## src/rtl/alu_result_stage.sv

```systemverilog
// Result-capture stage behind the combinational ALU: latches c_lo/c_hi into Z,
// and into HI/LO for multiply/divide after a programmable number of settle cycles.
module alu_result_stage #(
  parameter int MUL_WAIT = 3,
  parameter int DIV_WAIT = 8
) (
  input  logic        clock,
  input  logic        clear_n,
  input  logic        start,
  input  logic [3:0]  ctrl,
  input  logic [31:0] c_lo_in,
  input  logic [31:0] c_hi_in,
  output logic [31:0] z_lo_out,
  output logic [31:0] z_hi_out,
  output logic [31:0] lo_out,
  output logic [31:0] hi_out,
  output logic        busy,
  output logic        done,
  output logic        illegal,
  output logic        dbg_wait,
  output logic [3:0]  dbg_op
);

  typedef enum logic {
    IDLE = 1'b0,
    WAIT = 1'b1
  } state_t;

  localparam int MAX_WAIT = (MUL_WAIT > DIV_WAIT) ? MUL_WAIT : DIV_WAIT;
  localparam int CW       = (MAX_WAIT > 1) ? $clog2(MAX_WAIT) : 1;
  localparam logic [CW-1:0] MUL_LOAD = CW'(MUL_WAIT - 1);
  localparam logic [CW-1:0] DIV_LOAD = CW'(DIV_WAIT - 1);

  state_t        state, state_d;
  logic [CW-1:0] count, count_d;
  logic [3:0]    op_q, op_d;
  logic [31:0]   z_lo_d, z_hi_d, lo_d, hi_d;
  logic          busy_d, done_d, illegal_d;

  // Handshake: start is sampled only in IDLE; every accepted start yields exactly
  // one registered done pulse, and start seen in WAIT is dropped without trace.
  always_comb begin
    state_d   = state;
    count_d   = count;
    op_d      = op_q;
    z_lo_d    = z_lo_out;
    z_hi_d    = z_hi_out;
    lo_d      = lo_out;
    hi_d      = hi_out;
    busy_d    = busy;
    done_d    = 1'b0;
    illegal_d = 1'b0;
    case (state)
      IDLE: begin
        if (start) begin
          op_d = ctrl;
          if (ctrl <= 4'd9) begin
            z_lo_d = c_lo_in;
            z_hi_d = 32'd0;
            done_d = 1'b1;
          end else if (ctrl <= 4'd11) begin
            count_d = (ctrl == 4'd10) ? MUL_LOAD : DIV_LOAD;
            state_d = WAIT;
            busy_d  = 1'b1;
          end else begin
            done_d    = 1'b1;
            illegal_d = 1'b1;
          end
        end
      end
      WAIT: begin
        if (count != '0) begin
          count_d = count - 1'b1;
        end else begin
          // ALU outputs have settled for the full multicycle window
          z_lo_d  = c_lo_in;
          z_hi_d  = c_hi_in;
          lo_d    = c_lo_in;
          hi_d    = c_hi_in;
          state_d = IDLE;
          busy_d  = 1'b0;
          done_d  = 1'b1;
        end
      end
      default: state_d = IDLE;
    endcase
  end

  always_ff @(posedge clock) begin
    if (!clear_n) begin
      state    <= IDLE;
      count    <= '0;
      op_q     <= 4'd0;
      z_lo_out <= 32'd0;
      z_hi_out <= 32'd0;
      lo_out   <= 32'd0;
      hi_out   <= 32'd0;
      busy     <= 1'b0;
      done     <= 1'b0;
      illegal  <= 1'b0;
    end else begin
      state    <= state_d;
      count    <= count_d;
      op_q     <= op_d;
      z_lo_out <= z_lo_d;
      z_hi_out <= z_hi_d;
      lo_out   <= lo_d;
      hi_out   <= hi_d;
      busy     <= busy_d;
      done     <= done_d;
      illegal  <= illegal_d;
    end
  end

  assign dbg_wait = (state == WAIT);
  assign dbg_op   = op_q;

endmodule

```

## config.mk

```make
export PLATFORM = sky130hd
export DESIGN_NAME = alu_result_stage
export DESIGN_NICKNAME = d
export VERILOG_FILES = /design/src/rtl/alu_result_stage.sv
export SDC_FILE = /design/constraint.sdc
export NUM_CORES = 1
export LEC_CHECK = 0
export CAP_MARGIN = 0
export CORE_MARGIN = 3
export CORE_UTILIZATION = 45
export DETAILED_ROUTE_END_ITERATION = 10
export PLACE_DENSITY = 0.86
export SLEW_MARGIN = 10
export SYNTH_ARGS = -nofsm -noshare
export SYNTH_HDL_FRONTEND = slang
export SYNTH_SLANG_ARGS = --single-unit
```

## constraint.sdc

```tcl
create_clock -name clock -period 2.03 [get_ports clock]
set_input_delay 0.609 -clock clock [delete_from_list [all_inputs] [get_ports clock]]
set_output_delay 0.609 -clock clock [all_outputs]
set_load 0.01 [all_outputs]
```

==> summary.txt, run 1 <==
Route
  • Post-DR vias/cell: about 5.3
  • Post-detailed-route count of antenna-violating nets: 0
  • Total number of vias: around 5000
  • First DRT Iteration DRCs: approximately 450
  • DR pass1 iterations: 6
  • WL/cell: 16.39 um
  • DRC Markers: 0
  • Aggregate routed wire length: between 15000 and 20000 um

Logic synthesis
  • Mapped Area: 5082 um^2
  • Netlist cell types: 31
  • Seq/Total Area, Yosys: a little over half
  • Synthesis Warnings: 0
  • Gate Count Post-Synth: roughly 600
  • #FFs+latches synth: roughly 140
  • Mapped Nets: roughly 660
  • Syn avg cell area: roughly 8.7 um^2

Timing
  • Max-slew violation count: 0
  • Max-slew headroom: a little under three fifths
  • Setup violations, final: 0
  • Final period utilization: a little over nine tenths
  • Tightest Pin Transition: about 0.65 ns
  • RSZ-0062 raised after global routing: false
  • Hold Fails Final Rpt: 0
  • Min Clock Period, post-route: roughly 2.0 ns
  • Hold WS: 0.4547 ns
  • Setup TNS: 0 ns
  • Fmax: approximately 0.51 GHz
  • Skew final: 0.007677 ns

Critical path
  • Slowest cell on crit path: clkdlybuf4s50_1
  • Critical path, cell by cell: clkdlybuf4s50_1
  • Family with the most delay on the worst path: buffers and inverters
  • Worst setup path start: z_hi_out[6]
  • CP Launch Type: flip-flop
  • Crit-path max cell delay: roughly 0.6 ns
  • Critical path depth: 1
  • Reg2reg start: count[0]
  • Critical path peak fanout: 2
  • CP endpoint kind: output pin
  • CP arrival: around 1.3 ns
  • Critical Setup Path Class: flip-flop to output pin
  • Worst r2r path cells: 6
  • Critical Path RT: between 1 and 1.5 ns
  • CP Buf/Inv Count: 1

Clock network
  • CTS Buffer Depth: 2
  • Reg clk slew, reported paths: 0.06 ns
  • CTS Sinks: roughly 140
  • CTS buffer count: 17
  • Setup bufs post-CTS: 0
  • Worst-skew pair later-pin latency: just over 0.4 ns
  • # resized after CTS: 0
  • H-tree depth: 4
  • Root buffer cell: clkbuf_16
  • TritonCTS clock tree: built
  • Post-CTS Hold Buffers: 0

Pwr
  • VDD IR max: ~480 uV
  • Clk pwr share: between 40% and 50%
  • Sw frac: between 20% and 30%
  • P per Cell Area: roughly 800 nW/um^2
  • Leakage power: ~2.8 nW
  • Net Sw Power: 1.444 mW
  • Comb power frac: roughly a tenth
  • Sequential share of power: between 40% and 50%
  • Internal Pwr Total: ~4.7 mW

Floorplanning
  • I/O pins: 207
  • Die ar.: 12610 um^2
  • Die Y: 112.3 um
  • Initial Util: a little under half
  • Die W: 112.3 um
  • Core area: between 10000 and 15000 um^2
  • Cell Rows: 38

GRT
  • GRT Overall Usage: 23.57%
  • Number of global-route vias before repair: 4955
  • Initial antenna violation count: 0
  • Largest net degree at the start of global routing: 68
  • First-pass GRT wire length: about 24000 um
  • GR Overflow Total: 0

Placement
  • Post-placement cell area: between 7000 and 8000 um^2
  • Port buffer count: approximately 200
  • GPL Wtd Cong: just under 0.9
  • Placed Cells: between 800 and 900
  • Post-DP HPWL: between 10000 and 15000 um

Cells and area
  • Reg area: between 2000 and 3000 um^2
  • Fillers: 797
  • Post-route cell area: just under 8000 um^2
  • Share of the core filled with cells: ~70%
  • Area delta synth->final: 52.73%
  • Commonest non-fill, non-tap cell in the layout: clkdlybuf4s50_1
  • Antenna diodes: 0
  • Most frequent cells in the layout: clkdlybuf4s50_1 (205), nand2_1 (203), dfxtp_1 (139)
  • Footprint of the multi-input gates: between 2000 and 2500 um^2
  • Layout Nets: approximately 850
  • Finished Layout Cells: between 900 and 1000
  • Layout cell share with drive strength beyond 1: roughly 6%

Min path
  • Hold Path Origin: hi_out[27]
  • Hold Path Class: flip-flop to flip-flop
  • Hold Crit Depth: 2

Status
  • Outcome: completed

Flow run
  • Max-cap viol count: 0
==> per-layer routing <==
metal | wire, um | GRT usage, %
met1 | 6148 | 27.25
met3 | 1663 | 11.59
met5 | 0 | 0
met2 | 6973 | 37.11
met4 | 422 | 10.26
==> cell families after synthesis <==
family | Yosys count | synth area share [%]
AOI/OAI and AO/OA | 144 | 16.57
buffers and inverters | 52 | 5.195
adders and majority gates | 2 | 0.4923
muxes | 32 | 6.302
and+or+nand+nor | 215 | 16.52
DFF | 139 | 54.75
xor gates and xnor gates | 1 | 0.1724
==> final cells by class <==
class                   count  share of cell area [%]
flip-flops and latches    139                   35.85
repair buffers            220                   28.82
multi-input cells         394                   26.37
clock buffers              24                   5.948
well taps                 140                   2.257
clock inverters             8                  0.5964
inverters                   3                  0.1612
==> worst paths after layout <==
| path | endpoint | slack, ns |
|---|---|---|
| max | z_hi_out[6] | 0.08 |
| min | hi_out[27] | 0.45 |
| max reg2reg | z_lo_out[8] | 0.31 |
| min reg2reg | hi_out[27] | 0.45 |
==> synth_stat cells, drive strengths merged <==
cell | instances | area [um^2]
nand2 | 203 | 762.0
dfxtp | 139 | 2783
a21oi | 100 | 500.5
mux2i | 32 | 320.3
o211ai | 31 | 232.7
buf | 30 | 181.4
clkbuf | 19 | 71.32
a221oi | 3 | 26.28
a311oi | 3 | 32.53
nor2 | 3 | 11.26
and3b | 2 | 17.52
ha | 2 | 25.02
inv | 2 | 7.510
nand2b | 2 | 12.51
nand3b | 2 | 18.77
o21a | 2 | 15.01
a22o | 1 | 8.760
a22oi | 1 | 7.510
and2 | 1 | 6.260
clkinv | 1 | 3.750
nand3 | 1 | 5.000
nor2b | 1 | 6.260
o21ai | 1 | 5.000
o21bai | 1 | 7.510
o22ai | 1 | 6.260
xor2 | 1 | 8.760
==> through the flow <==
step                worst slack, ns  power (mW)
finish                      0.07867       6.178
global route                0.02816       6.397
CTS                         0.06214       6.216
detailed placement       -0.0007139       3.552
global placement            0.07181       3.531
floorplan                    0.5353       3.179
==> flip-flops by register name, indices dropped and copies added (netlist names) <==
signal    flops
busy          1
count         3
dbg_op        4
dbg_wait      1
done          1
hi_out       32
illegal       1
lo_out       32
z_hi_out     32
z_lo_out     32
==> power by group through the flow <==
stage	clock network [mW]	logic [mW]	registers, mW
after global routing	2.85	0.691	2.86
after detailed placement	0	0.643	2.91
final	2.68	0.647	2.85
after floorplan	0	0.240	2.94
after CTS	2.72	0.647	2.85
after global placement	0	0.627	2.90
No activity file was read; power rests on OpenSTA's default activity.
==> run 2, diff against run 1 <==
--- a/config.mk
+++ b/config.mk
@@ -7,9 +7,11 @@
 export LEC_CHECK = 0
 export CAP_MARGIN = 0
 export CORE_MARGIN = 3
-export CORE_UTILIZATION = 45
+export CORE_UTILIZATION = 40
 export DETAILED_ROUTE_END_ITERATION = 10
-export PLACE_DENSITY = 0.86
+export MAX_ROUTING_LAYER = met4
+export PLACE_DENSITY = 0.78
+export RECOVER_POWER = 25
 export SLEW_MARGIN = 10
 export SYNTH_ARGS = -nofsm -noshare
 export SYNTH_HDL_FRONTEND = slang
==> run 2 against run 1 <==
  * Flip-flop and latch count unchanged
  * Highest routed layer unchanged
  * Final area increased by 1.4%
  * Clock skew increased by 0.0033 ns
  * Global-route usage decreased by 1.2 points
  * Final cell count increased by 3.2%
  * Sequential power about the same
  * Power increased by 7.7%
==> summary.txt, run 2 (synthesized netlist as in run 1, its figures left out) <==
Timing
  • Setup violations, final: 0 (unchanged)
  • Skew final: 0.01097 ns (+0.003289 ns)
  • RSZ-0062 raised after global routing: false
  • Final period utilization: 96.20% (about the same)
  • Hold WS: 0.4527 ns (-0.001995 ns)
  • Max-slew headroom: 46.33% (-10 points)
  • Min Clock Period, post-route: 1.953 ns (+0.001595 ns)
  • Fmax: 0.5121 GHz (about the same)
  • Max-slew violation count: 0 (unchanged)
  • Tightest Pin Transition: 0.8050 ns (+0.1529 ns)
  • Worst setup margin: 0.07707 ns (-0.001595 ns)
  • Setup TNS: 0 ns (unchanged)
  • Hold Fails Final Rpt: 0 (unchanged)

Cells and area
  • Finished Layout Cells: 958 (+3.2%)
  • Layout cell share with drive strength beyond 1: 6.456% (+0.62 points)
  • Commonest non-fill, non-tap cell in the layout: clkdlybuf4s50_1
  • Area delta synth->final: 54.85%
  • Share of the core filled with cells: 64.45% (-6.5 points)
  • Post-route cell area: 7870 um^2 (+1.4%)
  • Layout Nets: 850 (+0.24%)
  • Antenna diodes: 0 (unchanged)
  • Most frequent cells in the layout: clkdlybuf4s50_1 (204), nand2_1 (203), dfxtp_1 (139)

Clock network
  • CTS buffer count: 17 (unchanged)
  • # resized after CTS: 0 (unchanged)
  • Post-CTS Hold Buffers: 0 (unchanged)
  • H-tree depth: 4 (unchanged)
  • CTS Buffer Depth: 2 (unchanged)
  • Reg clk slew, reported paths: 0.06 ns (about the same)
  • Root buffer cell: clkbuf_16
  • TritonCTS clock tree: built
  • CTS Sinks: 139 (unchanged)
  • Setup bufs post-CTS: 0 (unchanged)
  • Worst-skew pair later-pin latency: 0.42 ns (about the same)

Floorplanning
  • Cell Rows: 40 (+5.3%)
  • Initial Util: 41.62% (-4.9 points)
  • Die Y: 118.7 um (+5.7%)
  • Die ar.: 14090 um^2 (+12%)
  • Die W: 118.7 um (+5.7%)
  • Core area: 12210 um^2 (+12%)
  • I/O pins: 207 (unchanged)

Placement
  • Port buffer count: 206 (unchanged)
  • Post-DP HPWL: 10530 um (-1.5%)
  • Post-placement cell area: 7279 um^2 (+0.34%)
  • DP Worst Slack: -0.01706 ns (-0.01635 ns)
  • GPL Wtd Cong: 0.8264 (-7.5%)
  • Placed Cells: 926 (+3.3%)

Critical path
  • Family with the most delay on the worst path: buffers and inverters
  • Critical Path RT: 1.42 ns (about the same)
  • Crit-path max cell delay: 0.57 ns (-0.02 ns)
  • CP arrival: 1.34 ns (about the same)
  • CP endpoint kind: output pin
  • Slowest cell on crit path: clkdlybuf4s50_1
  • Critical path peak fanout: 2 (unchanged)
  • CP Launch Type: flip-flop
  • CP Buf/Inv Count: 1 (unchanged)
  • Critical Setup Path Class: flip-flop to output pin
  • Critical path, cell by cell: clkdlybuf4s50_1

Pwr
  • Pwr Total: 6.654 mW (+7.7%)
  • VDD IR max: 538.3 uV (+12%)
  • Leakage power: 2.885 nW (+1.3%)
  • P per Cell Area: 845.5 nW/um^2 (+6.2%)

GRT
  • Initial antenna violation count: 0 (unchanged)
  • Largest net degree at the start of global routing: 71 (+4.4%)
  • Busiest metal layer after global routing: met2
  • Met1 usage: 25.16% (-2.1 points)
  • GR Overflow Total: 0 (unchanged)
  • Met2 usage: 35.77% (-1.3 points)
  • GRT Overall Usage: 22.40% (-1.2 points)
  • First-pass GRT wire length: 24580 um (+2.3%)
  • Met3 Usage GRT: 9.426% (-2.2 points)
  • Number of global-route vias before repair: 4876 (-1.6%)

Route
  • Post-detailed-route count of antenna-violating nets: 0 (unchanged)
  • DR pass1 iterations: 4 (-2)
  • DRC Markers: 0 (unchanged)
  • WL/cell: 15.93 um (-2.8%)
  • First DRT Iteration DRCs: 314 (-31%)
  • Aggregate routed wire length: 15260 um (+0.32%)
  • Total number of vias: 4825 (-1.9%)
  • Post-DR vias/cell: 5.037 (-4.9%)

Status
  • Outcome: completed

Min path
  • Hold Path Class: flip-flop to flip-flop

Flow run
  • Max-cap viol count: 0 (unchanged)
[run 2: cell count changes in the layout (fill, tap and decap cells not counted), sizes merged]
cell	delta
buf	-2
clkinvlp	+1
clkbuf	+1
dlygate4sd3	+1
clkdlybuf4s50	-1
bufinv	+3
clkinv	-1
[run 2: power by group]
group / switching, mW / leakage (nW) / internal [mW]
logic: 0.299 / 1.46 / 0.337
registers: 0.0423 / 1.13 / 2.81
clock network: 1.14 / 0.299 / 2.02
[run 2: path summary, 6_finish.rpt]
kind,cells past startpoint,start,endpoint,slack (ns)
hold / removal,2,lo_out[16],lo_out[16],0.45
hold reg to reg,2,lo_out[16],lo_out[16],0.45
setup / recovery,1,z_hi_out[10],z_hi_out[10],0.08
setup reg to reg,6,count[0],z_lo_out[24],0.24
[run 2: area by class of cell]
type                    count  area (um^2)
clock buffers              21        470.5
clock inverters            11        142.6
fillers                  1025         4342
inverters                   3        12.51
multi-input cells         394         2047
flip-flops and latches    139         2783
well taps                 168        210.2
repair buffers            222         2205
[run 2: metal layers]
metal  part of all wire [%]  wire length, um
met5                      0                0
met3                    9.8             1494
met1                     41             6282
met4                    1.2              184
met2                     48             7295
==> run 3, diff against run 2 <==
--- a/config.mk
+++ b/config.mk
@@ -12,6 +12,7 @@
 export MAX_ROUTING_LAYER = met4
 export PLACE_DENSITY = 0.78
 export RECOVER_POWER = 25
+export REMOVE_ABC_BUFFERS = 1
 export SLEW_MARGIN = 10
 export SYNTH_ARGS = -nofsm -noshare
 export SYNTH_HDL_FRONTEND = slang
==> run 3 against run 2 <==
  * Largest cell class unchanged
  * Global-route usage shrank 1.4 points
  * Via count decreased by 0.99%
  * Critical endpoint is now z_lo_out[19]
  * Largest power group is now sequential cells
  * Clock skew shrank 0.0047 ns
  * Clock power is 10% lower
  * First-iteration DRC count rose by 29%
  * Core utilization is 0.69 points lower
==> summary.txt, run 3 (synthesized netlist as in run 1, its figures left out) <==
Placement
  • GPL Wtd Cong: 0.8745 (+5.8%)
  • Post-DP HPWL: 10110 um (-4.0%)
  • Port buffer count: 206 (unchanged)
  • Post-placement cell area: 7259 um^2 (-0.28%)
  • Placed Cells: 925 (-0.11%)

GRT
  • Initial antenna violation count: 0 (unchanged)
  • GRT Overall Usage: 21.05% (-1.4 points)
  • GR Overflow Total: 0 (unchanged)
  • Largest net degree at the start of global routing: 78 (+9.9%)
  • Number of global-route vias before repair: 4694 (-3.7%)
  • Met2 usage: 33.82% (-2.0 points)
  • First-pass GRT wire length: 23400 um (-4.8%)
  • Busiest metal layer after global routing: met2
  • Met3 Usage GRT: 7.368% (-2.1 points)
  • Met1 usage: 24.42% (-0.74 points)

Status
  • Outcome: completed

Clock network
  • CTS Buffer Depth: 2 (unchanged)
  • Root buffer cell: clkbuf_16
  • Worst-skew pair later-pin latency: 0.41 ns (about the same)
  • Setup bufs post-CTS: 0 (unchanged)
  • TritonCTS clock tree: built
  • H-tree depth: 4 (unchanged)
  • CTS buffer count: 17 (unchanged)
  • Reg clk slew, reported paths: 0.05 ns (about the same)
  • CTS Sinks: 139 (unchanged)
  • # resized after CTS: 0 (unchanged)
  • Post-CTS Hold Buffers: 0 (unchanged)

Timing
  • Min Clock Period, post-route: 1.944 ns (-0.008551 ns)
  • RSZ-0062 raised after global routing: false
  • Fmax: 0.5143 GHz (+0.44%)
  • Final period utilization: 95.78% (-0.42 points)
  • Skew final: 0.006257 ns (-0.004709 ns)
  • Max-slew violation count: 0 (unchanged)
  • Setup violations, final: 0 (unchanged)
  • Tightest Pin Transition: 0.6595 ns (-0.1455 ns)
  • Max-slew headroom: 56.03% (+9.7 points)
  • Setup TNS: 0 ns (unchanged)
  • Hold Fails Final Rpt: 0 (unchanged)

Critical path
  • CP arrival: 1.34 ns (about the same)
  • Crit-path max cell delay: 0.57 ns (about the same)
  • CP Buf/Inv Count: 1 (unchanged)
  • CP endpoint kind: output pin
  • Critical Setup Path Class: flip-flop to output pin
  • CP Launch Type: flip-flop
  • Critical Path RT: 1.42 ns (about the same)
  • Family with the most delay on the worst path: buffers and inverters
  • Critical path peak fanout: 2 (unchanged)
  • Critical path, cell by cell: clkdlybuf4s50_1
  • Slowest cell on crit path: clkdlybuf4s50_1

Cells and area
  • Fillers: 1055 (+2.9%)
  • Antenna diodes: 0 (unchanged)
  • Most frequent cells in the layout: clkdlybuf4s50_1 (204), nand2_1 (203), dfxtp_1 (139)
  • Commonest non-fill, non-tap cell in the layout: clkdlybuf4s50_1
  • Layout cell share with drive strength beyond 1: 5.957% (-0.50 points)
  • Area delta synth->final: 53.20%
  • Post-route cell area: 7786 um^2 (-1.1%)
  • Finished Layout Cells: 957 (-0.10%)
  • Layout Nets: 849 (-0.12%)

Route
  • First DRT Iteration DRCs: 405 (+29%)
  • Total number of vias: 4777 (-0.99%)
  • WL/cell: 15.03 um (-5.6%)
  • Aggregate routed wire length: 14390 um (-5.7%)
  • DRC Markers: 0 (unchanged)
  • DR pass1 iterations: 5 (+1)
  • Post-detailed-route count of antenna-violating nets: 0 (unchanged)
  • Post-DR vias/cell: 4.992 (-0.89%)

Min path
  • Hold Path Class: flip-flop to flip-flop

Floorplanning
  • Die W: 118.7 um (unchanged)
  • I/O pins: 207 (unchanged)
  • Initial Util: 41.62% (unchanged)
  • Die Y: 118.7 um (unchanged)
  • Die ar.: 14090 um^2 (unchanged)
  • Core area: 12210 um^2 (unchanged)
  • Cell Rows: 40 (unchanged)

Pwr
  • P per Cell Area: 813.1 nW/um^2 (-3.8%)
  • Leakage power: 2.850 nW (-1.2%)
  • Pwr Total: 6.331 mW (-4.9%)
  • VDD IR max: 600.3 uV (+12%)

Flow run
  • Max-cap viol count: 0 (unchanged)
## run 3: final cells by class
class / instances / area, um^2 / area share (%)
sequential: 139 / 2783 / 35.74
timing repair buffer: 221 / 2185 / 28.06
multi-input combinational: 394 / 2047 / 26.29
clock buffer: 24 / 481.7 / 6.187
tap: 168 / 210.2 / 2.700
clock inverter: 8 / 67.56 / 0.8677
inverter: 3 / 12.51 / 0.1607
## run 3: power breakdown
group,leakage [nW],internal (mW),switching (mW)
Sequential,1.13,2.81,0.0424
Clock,0.274,1.77,1.08
Combinational,1.45,0.334,0.293
Total,2.85,4.91,1.42
## run 3: path summary, 6_finish.rpt
| kind | from | end | slack (ns) | cells past startpoint |
|---|---|---|---|---|
| worst min-delay path | hi_out[18] | hi_out[18] | 0.45 | 2 |
| worst min register to register | hi_out[18] | hi_out[18] | 0.45 | 2 |
| worst max register to register | count[0] | hi_out[15] | 0.19 | 6 |
| worst max-delay path | z_lo_out[19] | z_lo_out[19] | 0.09 | 1 |
## run 3: through the flow
stage          hold slack, ns  utilization [%]  setup WS, ns
6_report               0.4542            63.76       0.08562
3_5_place_dp           0.4478            59.45      0.007353
5_1_grt                0.4751            63.76       0.02599
2_1_floorplan          0.4805                -        -1.073
4_1_cts                0.4552            63.94       0.05232
3_3_place_gp           0.4414            59.45       0.02240
## run 3: layer usage
metal	part of all wire, %	wire length [um]
met5	0	0
met4	1.7	241
met3	8.5	1225
met2	48	6940
met1	42	5979
## run 3: worst reg2reg max path: stages, from the launching register on
cell	delay [ns]
dfxtp_1	0.31
inv_1	0.10
ha_1	0.25
and3b_2	0.21
clkbuf_2	0.52
nand2_1	0.19
a21oi_1	0.18
